===== config.mk =====
export PLATFORM = sky130hd
export DESIGN_NAME = fp_leaf_sum_accumulator
export DESIGN_NICKNAME = d
export VERILOG_FILES = /design/src/rtl/fp_leaf_sum_accumulator_pkg.sv /design/src/rtl/FPAdder_8_23_uid2_l2.sv /design/src/rtl/fp_leaf_sum_accumulator.sv
export SDC_FILE = /design/constraint.sdc
export NUM_CORES = 1
export LEC_CHECK = 0
export CAP_MARGIN = 5
export CORE_AREA = 2 2 206 208
export DETAILED_ROUTE_END_ITERATION = 7
export DIE_AREA = 0 0 208 210
export GPL_ROUTABILITY_DRIVEN = 0
export PLACE_DENSITY = 0.67
export SYNTH_ARGS = -nofsm -noshare
export SYNTH_HDL_FRONTEND = slang
export SYNTH_SLANG_ARGS = --single-unit

===== constraint.sdc =====
create_clock -name clk -period 23.3 [get_ports clk]
set_input_delay 5.825 -clock clk [delete_from_list [all_inputs] [get_ports clk]]
set_output_delay 5.825 -clock clk [all_outputs]
set_load 0.02 [all_outputs]

===== src/rtl/fp_leaf_sum_accumulator_pkg.sv =====
// Shared types and constants for the leaf-score sum accumulator.
// Words use the FloPoCo 34-bit layout: exc[33:32], sign[31], exp[30:23], frac[22:0].
package fp_leaf_sum_accumulator_pkg;

  typedef logic [33:0] fpWord_t;

  localparam fpWord_t FP_ZERO = 34'h0;
  localparam int      ADD_LAT = 2;

  typedef enum logic [1:0] {
    ACCUM   = 2'd0,
    DRAIN   = 2'd1,
    COMBINE = 2'd2,
    OUT     = 2'd3
  } state_t;

endpackage


===== src/rtl/FPAdder_8_23_uid2_l2.sv =====
// Two-cycle FloPoCo single-precision adder (round to nearest even, no subnormals).
// A sum issued with X/Y in cycle t is presented on R during cycle t+2.
module FPAdder_8_23_uid2_l2 (
  input  logic        clk,
  input  logic        seq_stall,
  input  logic [33:0] X,
  input  logic [33:0] Y,
  output logic [33:0] R
);

  logic [33:0] sumComb, stage1Reg, stage2Reg;
  logic [33:0] a, b, normalRes;
  logic [7:0]  expDiff;
  logic [4:0]  shAmt, lz;
  logic [26:0] mA, mBfull, mBsh, normMant;
  logic [27:0] sumMant;
  logic [9:0]  expNorm, expFinal;
  logic [24:0] rounded;
  logic [22:0] fracFinal;
  logic        effSub, bSticky, roundUp;

  always_comb begin
    // Order operands by magnitude so the result sign is always a's sign.
    a = (Y[30:0] > X[30:0]) ? Y : X;
    b = (Y[30:0] > X[30:0]) ? X : Y;
    expDiff = a[30:23] - b[30:23];
    shAmt   = (expDiff > 8'd27) ? 5'd27 : expDiff[4:0];
    mA      = {1'b1, a[22:0], 3'b000};
    mBfull  = {1'b1, b[22:0], 3'b000};
    bSticky = |(mBfull & ((27'd1 << shAmt) - 27'd1));
    mBsh    = (mBfull >> shAmt) | {26'b0, bSticky};
    effSub  = a[31] ^ b[31];
    sumMant = effSub ? ({1'b0, mA} - {1'b0, mBsh}) : ({1'b0, mA} + {1'b0, mBsh});

    lz = 5'd0;
    for (int i = 0; i < 27; i++) begin
      if (sumMant[i]) lz = 5'(26 - i);
    end

    if (sumMant[27]) begin
      normMant = {sumMant[27:2], sumMant[1] | sumMant[0]};
      expNorm  = {2'b00, a[30:23]} + 10'd1;
    end else begin
      normMant = sumMant[26:0] << lz;
      expNorm  = {2'b00, a[30:23]} - {5'b0, lz};
    end

    roundUp = normMant[2] & (normMant[1] | normMant[0] | normMant[3]);
    rounded = {1'b0, normMant[26:3]} + {24'b0, roundUp};
    if (rounded[24]) begin
      expFinal  = expNorm + 10'd1;
      fracFinal = 23'd0;
    end else begin
      expFinal  = expNorm;
      fracFinal = rounded[22:0];
    end

    // Exponent is two's complement here: bit 9 set means underflow, flushed to zero.
    if (sumMant == 28'd0)
      normalRes = 34'h0;
    else if (expFinal[9] || expFinal == 10'd0)
      normalRes = {2'b00, a[31], 31'h0};
    else if (expFinal >= 10'd255)
      normalRes = {2'b10, a[31], 31'h0};
    else
      normalRes = {2'b01, a[31], expFinal[7:0], fracFinal};

    if (X[33:32] == 2'b11 || Y[33:32] == 2'b11 ||
        (X[33:32] == 2'b10 && Y[33:32] == 2'b10 && X[31] != Y[31]))
      sumComb = {2'b11, 32'h0};
    else if (X[33:32] == 2'b10)
      sumComb = X;
    else if (Y[33:32] == 2'b10)
      sumComb = Y;
    else if (X[33:32] == 2'b00 && Y[33:32] == 2'b00)
      sumComb = {2'b00, X[31] & Y[31], 31'h0};
    else if (X[33:32] == 2'b00)
      sumComb = Y;
    else if (Y[33:32] == 2'b00)
      sumComb = X;
    else
      sumComb = normalRes;
  end

  always_ff @(posedge clk) begin
    if (!seq_stall) begin
      stage1Reg <= sumComb;
      stage2Reg <= stage1Reg;
    end
  end

  assign R = stage2Reg;

endmodule


===== src/rtl/fp_leaf_sum_accumulator.sv =====
// Reduces each packet of FloPoCo leaf scores to one sum, using two interleaved
// partial-sum lanes to cover the adder latency and a final lane combine.
module fp_leaf_sum_accumulator
  import fp_leaf_sum_accumulator_pkg::*;
#(
  parameter int CNT_W = 16
) (
  input  logic             clk,
  input  logic             rst,
  input  logic             s_valid,
  output logic             s_ready,
  input  logic [33:0]      s_data,
  input  logic             s_last,
  output logic             m_valid,
  input  logic             m_ready,
  output logic [33:0]      m_data,
  output logic [CNT_W-1:0] m_count
);

  state_t           stateReg, stateNext;
  fpWord_t          laneReg [2];
  logic [1:0]       busyReg;
  logic             ptrReg;
  logic [CNT_W-1:0] countReg;

  // Tag pipe tracks which lane (or the combine) each in-flight add belongs to.
  logic    tag1Valid, tag1Lane, tag1Comb;
  logic    tag2Valid, tag2Lane, tag2Comb;
  logic    issueValid, issueLane, issueComb;
  logic    accept, retHit;
  fpWord_t addX, addY, addR;

  FPAdder_8_23_uid2_l2 adder (
    .clk       (clk),
    .seq_stall (1'b0),
    .X         (addX),
    .Y         (addY),
    .R         (addR)
  );

  always_comb begin
    stateNext  = stateReg;
    s_ready    = 1'b0;
    accept     = 1'b0;
    issueValid = 1'b0;
    issueLane  = ptrReg;
    issueComb  = 1'b0;
    addX       = s_data;
    addY       = laneReg[ptrReg];
    retHit     = tag2Valid && !tag2Comb && (tag2Lane == ptrReg);
    case (stateReg)
      ACCUM: begin
        s_ready    = !busyReg[ptrReg] || retHit;
        accept     = s_valid && s_ready;
        issueValid = accept;
        if (retHit) addY = addR;
        if (accept && s_last) stateNext = DRAIN;
      end
      DRAIN: begin
        if (!tag1Valid && !tag2Valid) begin
          issueValid = 1'b1;
          issueComb  = 1'b1;
          addX       = laneReg[0];
          addY       = laneReg[1];
          stateNext  = COMBINE;
        end
      end
      COMBINE: begin
        if (tag2Valid && tag2Comb) stateNext = OUT;
      end
      OUT: begin
        if (m_valid && m_ready) stateNext = ACCUM;
      end
      default: stateNext = ACCUM;
    endcase
  end

  always_ff @(posedge clk) begin
    if (rst) begin
      stateReg   <= ACCUM;
      laneReg[0] <= FP_ZERO;
      laneReg[1] <= FP_ZERO;
      busyReg    <= 2'b00;
      ptrReg     <= 1'b0;
      countReg   <= '0;
      tag1Valid  <= 1'b0;
      tag1Lane   <= 1'b0;
      tag1Comb   <= 1'b0;
      tag2Valid  <= 1'b0;
      tag2Lane   <= 1'b0;
      tag2Comb   <= 1'b0;
      m_valid    <= 1'b0;
      m_data     <= FP_ZERO;
      m_count    <= '0;
    end else begin
      stateReg  <= stateNext;
      tag1Valid <= issueValid;
      tag1Lane  <= issueLane;
      tag1Comb  <= issueComb;
      tag2Valid <= tag1Valid;
      tag2Lane  <= tag1Lane;
      tag2Comb  <= tag1Comb;
      if (tag2Valid && !tag2Comb) begin
        laneReg[tag2Lane] <= addR;
        busyReg[tag2Lane] <= 1'b0;
      end
      // A new issue to the lane that is returning keeps it busy.
      if (accept) begin
        busyReg[ptrReg] <= 1'b1;
        ptrReg          <= ~ptrReg;
        countReg        <= countReg + CNT_W'(1);
      end
      if (stateReg == COMBINE && tag2Valid && tag2Comb) begin
        m_data  <= addR;
        m_count <= countReg;
        m_valid <= 1'b1;
      end
      if (stateReg == OUT && m_valid && m_ready) begin
        m_valid    <= 1'b0;
        laneReg[0] <= FP_ZERO;
        laneReg[1] <= FP_ZERO;
        countReg   <= '0;
        ptrReg     <= 1'b0;
      end
    end
  end

endmodule

==> metrics.txt, run 1 <==
status=complete, but fails checks; failing checks=design-rule violations; area grow syn2layout=9.37%; Sink Count=roughly 220; Critical Path End Type=register; Die ar.=between 40000 and 50000 µm²; Synth Instances=about 2700; Max Root-Sink Buffers=3; Layout Nets=between 2000 and 3000; Final Hold Viols=0; CTS tree=built; final setup vio count=0; Post-synth EDFFs=68; initial antenna violation count=1; Synth Register Bits=roughly 220; Distinct cells, synth=126; IO Pins=between 90 and 100; die width=about 210 µm; vias in the first global route=~21000; Max Cap Viol=0; drt pass-1 iters=8; CTS Buf Count=21; syn nets=about 2900; fin crit period=22280 ps; WL final=~79000 µm; Max Slew Vio Count=0; ant diodes=0; largest net degree at the start of global routing=63; Iter 0 DRT Violations=roughly 3800; Max stage delay on crit path=just under 900 ps; Root Driver=clkbuf_16; DIE HEIGHT=210 µm; Synth Cell Area=20600 µm²; Post-CTS Setup Bufs=0; accumulated negative setup slack=0 ps; RSZ-0062 raised after global routing=false; CP max FO=31; CP max stage cell=nor4_1; fmax=between 40 and 50 MHz; synth top area cells=dfxtp_1 (14%), edfxtp_1 (9.9%), nand2_1 (6.3%); first-pass GRT wire length=about 120000 µm; final worst slack=1020 ps; crit share post-route=a little over nine tenths; most frequent CP cell=a21oi_1; PortBufs=90; CP Class=input port to register; Vias=about 23000; row count=75; Post-synth ARST share=0%; ratio of cells with drive above 1 in the final layout=7.66%; Clock Skew=24.4 ps; Critical Path AT=22660 ps; # H-tree levels=1; Synth Warn #=0; Main synth FF type=dfxtp_1; startpoint class of the critical path=input port; Yosys top cell area share=between 10% and 20%; Post-Syn Area per Cell=7.51 µm²; Top Family by Delay on Critical Path=compound AO/OA/AOI/OAI gates; Synth area leader=dfxtp_1; routed vias/inst=~7; Hold Crit Class=register to register; Buf+Inv Stages, Crit Path=4; worst slew pin tran=between 1000 and 1500 ps; Initial Utilization=between 40 and 50%; Clock Latency Late Sink=520 ps; total gr overflow=0; Rel. slew slack=approximately an eighth; total track usage=between 30% and 40%; Antenna Nets Post-Route=0; DP Worst Slack=between 1000 and 1500 ps; register clock-pin slew on the reported worst setup and hold paths=approximately 70 ps; post-detailed-route DRC marker count=80; sequential-to-total area share from yosys stat=24.2%; WL/cell=about 24 µm; core box area=roughly 41000 µm²; Crit path required time=23680 ps; post-DP HPWL=roughly 60000 µm
[synth_stat cells (13+ instances only)]
library cell and count:
o21ai_0 127, ha_1 93, xnor2_1 43, o221ai_1 14
o21ai_1 13, o32ai_1 13, edfxtp_1 68, nand2b_1 19
a21o_1 36, a211oi_1 52, a211o_1 13, and3_1 30
inv_1 84, a222oi_1 15, a22oi_1 28, nor4_1 31
a21oi_1 239, nand3_1 84, o21a_1 18, o211ai_1 48
buf_2 37, nor3_1 91, o21bai_1 15, a32oi_1 13
a31oi_1 36, a221oi_1 14, nand2_1 343, clkbuf_1 106
nor2b_1 17, nand4_1 30, nor2_1 258, or3_1 29
mux2i_1 63, xor2_1 26, o22ai_1 24, o31ai_1 19
dfxtp_1 147, and2_1 108
[sequential cells by signal, summed over array words and instances, names as in the netlist, named ones only]
register / cells
m_valid: 1
laneReg: 68
adder.R: 34
tag1Valid: 1
tag2Lane: 1
tag2Valid: 1
tag1Comb: 1
stateReg: 2
issueLane: 1
busyReg: 2
tag1Lane: 1
m_count: 16
m_data: 34
tag2Comb: 1
countReg: 16
adder.stage1Reg: 34
[placed cells by master, fill, tap and decap left out, drive strengths merged, types with 31 or more instances in the layout]
cell,n
xnor2,44
ha,93
inv,92
and3,31
and2,109
clkdlybuf4s50,89
nor4,36
nand3,85
buf,47
nor3,99
a21o,37
nor2,263
nand2,344
a211oi,58
o21ai,142
mux2i,67
dfxtp,147
nand4,32
edfxtp,68
a31oi,37
a21oi,242
o211ai,49
[cell type report]
type	instances	area (µm²)
sequential	215	4980
fill	3975	19000
clock inverter	12	105
inverter	93	350
clock buffer	26	579
tap	539	674
multi-input combinational	2259	14600
timing repair buffer	136	1240
[metrics by stage]
| stage | cells | util, % | area [µm²] | hold slack [ps] |
|---|---|---|---|---|
| global placement | 3240 | 52.5 | 21800 | 311 |
| detailed placement | 3240 | 52.5 | 21800 | 312 |
| global route | 3280 | 54.2 | 22500 | 326 |
| floorplan | 2739 | - | 20600 | 310 |
| finish | 3280 | 54.2 | 22500 | 319 |
| CTS | 3278 | 54.1 | 22400 | 321 |
[timing repair]
item,CTS,global route
gates resized for setup,0,3
setup endpoints to repair,0,9
hold buffers,0,0
[kinds of logic (layout without fill, tap and decap cells)]
logic type               count (synthesis)  count (layout)  synth area share (%)
AND/OR/NAND/NOR                       1115            1116                  26.7
XOR/XNOR                                70              70                  3.02
AO/OA/AOI/OAI                          898             898                  30.5
adder cells (fa/ha/maj)                 95              95                  5.85
buffers and inverters                  267             267                  5.58
flip-flops                             215             215                  24.2
multiplexers                            79              80                  4.09
[routing by layer]
metal | GRT usage, % | routed length (µm)
met1 | 44.0 | 30300
met2 | 53.7 | 33700
met3 | 8.67 | 10200
met4 | 17.5 | 5110
met5 | 0 | 13
[path summary, 6_finish.rpt]
kind,start,endpoint,slack [ps],cells after the start
worst max-delay path,s_data[3],adder.stage1Reg[8],1020,56
worst min-delay path,adder.stage1Reg[16],adder.R[16],320,0
worst max register to register,stateReg[0],adder.stage1Reg[8],4220,61
worst min register to register,adder.stage1Reg[16],adder.R[16],320,0
Power of run 1 is left out: the tool's default activity adds up to more than one toggle a clock period on the data nets, which glitch-free logic cannot reach.
==> run 2, diff against run 1 <==
--- a/config.mk
+++ b/config.mk
@@ -5,12 +5,15 @@
 export SDC_FILE = /design/constraint.sdc
 export NUM_CORES = 1
 export LEC_CHECK = 0
+export ABC_AREA = 1
 export CAP_MARGIN = 5
-export CORE_AREA = 2 2 206 208
+export CELL_PAD_IN_SITES_DETAIL_PLACEMENT = 1
+export CELL_PAD_IN_SITES_GLOBAL_PLACEMENT = 1
+export CORE_AREA = 2 2 217 219
 export DETAILED_ROUTE_END_ITERATION = 7
-export DIE_AREA = 0 0 208 210
+export DIE_AREA = 0 0 219 221
 export GPL_ROUTABILITY_DRIVEN = 0
-export PLACE_DENSITY = 0.67
+export PLACE_DENSITY_LB_ADDON = 0.1
 export SYNTH_ARGS = -nofsm -noshare
 export SYNTH_HDL_FRONTEND = slang
 export SYNTH_SLANG_ARGS = --single-unit
==> metrics.txt, run 2 <==
most frequent CP cell=nand2_1; Max stage delay on crit path=between 700 and 800 ps; Die ar.=48400 µm²; drt pass-1 iters=6; largest net degree at the start of global routing=102; synth top area cells=nand2_1 (15%), dfxtp_1 (15%), edfxtp_1 (10%); Synth Cell Area=20100 µm²; Post-synth EDFFs=between 60 and 70; total gr overflow=0; RSZ-0062 raised after global routing=false; Synth Instances=approximately 3300; accumulated negative setup slack=0 ps; CTS tree=built; die width=between 200 and 250 µm; Critical Path AT=just over 20000 ps; R2R cell count=87; Synth area leader=nand2_1; Post-CTS Setup Bufs=0; CP max stage cell=nand2_4; Main synth FF type=dfxtp_1; register clock-pin slew on the reported worst setup and hold paths=about 70 ps; WL final=around 79000 µm; fillcell total=approximately 6400; ant diodes=0; Antenna Nets Post-Route=0; vias in the first global route=~23000; Rel. slew slack=between 20% and 30%; Hold-fix buffers, CTS=0; PortBufs=90; first-pass GRT wire length=~120000 µm; # H-tree levels=1; fmax=between 40 and 50 MHz; Max Root-Sink Buffers=3; Initial Utilization=a little over two fifths; WL/cell=around 20 µm; Vias=between 20000 and 25000; Yosys top cell area share=14.7%; worst hold stages=0; IO Pins=91; post-detailed-route DRC marker count=0; crit share post-route=just under 90%; Sink Count=215; worst slew pin tran=between 1000 and 1500 ps; post-DP HPWL=about 61000 µm; top-count cell post-synth=nand2_1; Distinct cells, synth=74; Clock Latency Late Sink=approximately 510 ps; CP max FO=101; row count=slightly below 80; max FFs per register=68; Max Slew Vio Count=0; CP Class=input port to register; routed vias/inst=approximately 5.8; Critical Path End Type=register; Root Driver=clkbuf_16; commonest non-fill, non-tap cell in the layout=nand2_1; final setup vio count=0; sequential-to-total area share from yosys stat=24.7%; ratio of cells with drive above 1 in the final layout=approximately 7.5%; Post-synth ARST share=0%; most frequent cells in the layout=nand2_1 (787), inv_1 (459), o21ai_0 (336); syn nets=approximately 3400; Layout Nets=around 3400; fin crit period=between 20000 and 25000 ps; most common library cells after synthesis=nand2_1 (790), inv_1 (459), o21ai_0 (336), nand3_1 (313), nor2_1 (259); startpoint class of the critical path=input port; status=completed; Final Hold Viols=0; Synth Warn #=0; Post-Syn Area per Cell=approximately 6.2 µm²; DIE HEIGHT=around 220 µm; core box area=46100 µm²; total track usage=around a third; Crit path required time=roughly 24000 ps; CTS Buf Count=20; post-CTS resize count=0; Clock Skew=just under 9 ps; Largest Register=laneReg; area grow syn2layout=7.97%; Synth Register Bits=215; Iter 0 DRT Violations=roughly 1700; initial antenna violation count=0; Max Cap Viol=0; Hold Crit Class=register to register
==> run 2: kinds of logic (layout without fill, tap and decap cells) <==
family                     count (synthesis)  after routing  synth area share [%]
and+or+nand+nor                         1597           1597                  35.6
DFF                                      215            215                  24.7
adders and majority gates                 95             95                  5.97
AOI/OAI and AO/OA                        689            689                  18.4
xor gates and xnor gates                  33             33                  1.51
buffers and inverters                    642            645                  13.8
==> run 2: critical path, delay by kind of cell <==
kind | cells | cell delay (ps)
buf+inv | 10 | 1900
fa+ha+maj | 5 | 1710
simple gates | 44 | 6420
compound gates | 23 | 4140
xor+xnor | 2 | 520
==> run 2: area by class of cell <==
type / instances / area [µm²] / area share (%)
inverter: 496 / 1880 / 8.65
clock inverter: 9 / 73.8 / 0.339
multi-input combinational: 2414 / 12400 / 57.1
clock buffer: 27 / 568 / 2.61
timing repair buffer: 113 / 1070 / 4.93
tap: 607 / 759 / 3.49
sequential: 215 / 4980 / 22.9
==> run 2: path summary, 6_finish.rpt <==
check | start | endpoint | slack, ps
max | s_data[23] | adder.stage1Reg[26] | 3140
min | adder.stage1Reg[0] | adder.R[0] | 320
max reg2reg | stateReg[1] | adder.stage1Reg[26] | 7100
min reg2reg | adder.stage1Reg[0] | adder.R[0] | 320
==> run 2: metrics by stage <==
step | cells | util (%) | setup slack, ps | hold slack [ps] | instance area (µm²)
detailed placement | 3845 | 45.8 | 2880 | 313 | 21100
global route | 3881 | 47.2 | 1630 | 332 | 21800
finish | 3881 | 47.2 | 3140 | 321 | 21800
global placement | 3845 | 45.8 | 3300 | 311 | 21100
CTS | 3881 | 47.2 | 3360 | 323 | 21800
floorplan | 3271 | - | 7220 | 310 | 20100
==> run 2: layer usage <==
layer | vias to the layer above | part of all wire, % | global-route usage (%)
li1 | 10600 | - | -
met1 | 10900 | 44 | 41.9
met2 | 703 | 47 | 54.3
met3 | 131 | 5.5 | 2.36
met4 | 0 | 3.7 | 12.1
met5 | - | 0 | 0
Power of run 2 is left out for the same reason.
==> run 3, diff against run 2 <==
--- a/config.mk
+++ b/config.mk
@@ -13,6 +13,7 @@
 export DETAILED_ROUTE_END_ITERATION = 7
 export DIE_AREA = 0 0 219 221
 export GPL_ROUTABILITY_DRIVEN = 0
+export HOLD_SLACK_MARGIN = 0.03
 export PLACE_DENSITY_LB_ADDON = 0.1
 export SYNTH_ARGS = -nofsm -noshare
 export SYNTH_HDL_FRONTEND = slang
==> results of run 3 <==
The final DEF is identical to that of run 2; final timing and power are the same.
Power of run 3 is left out for the same reason.
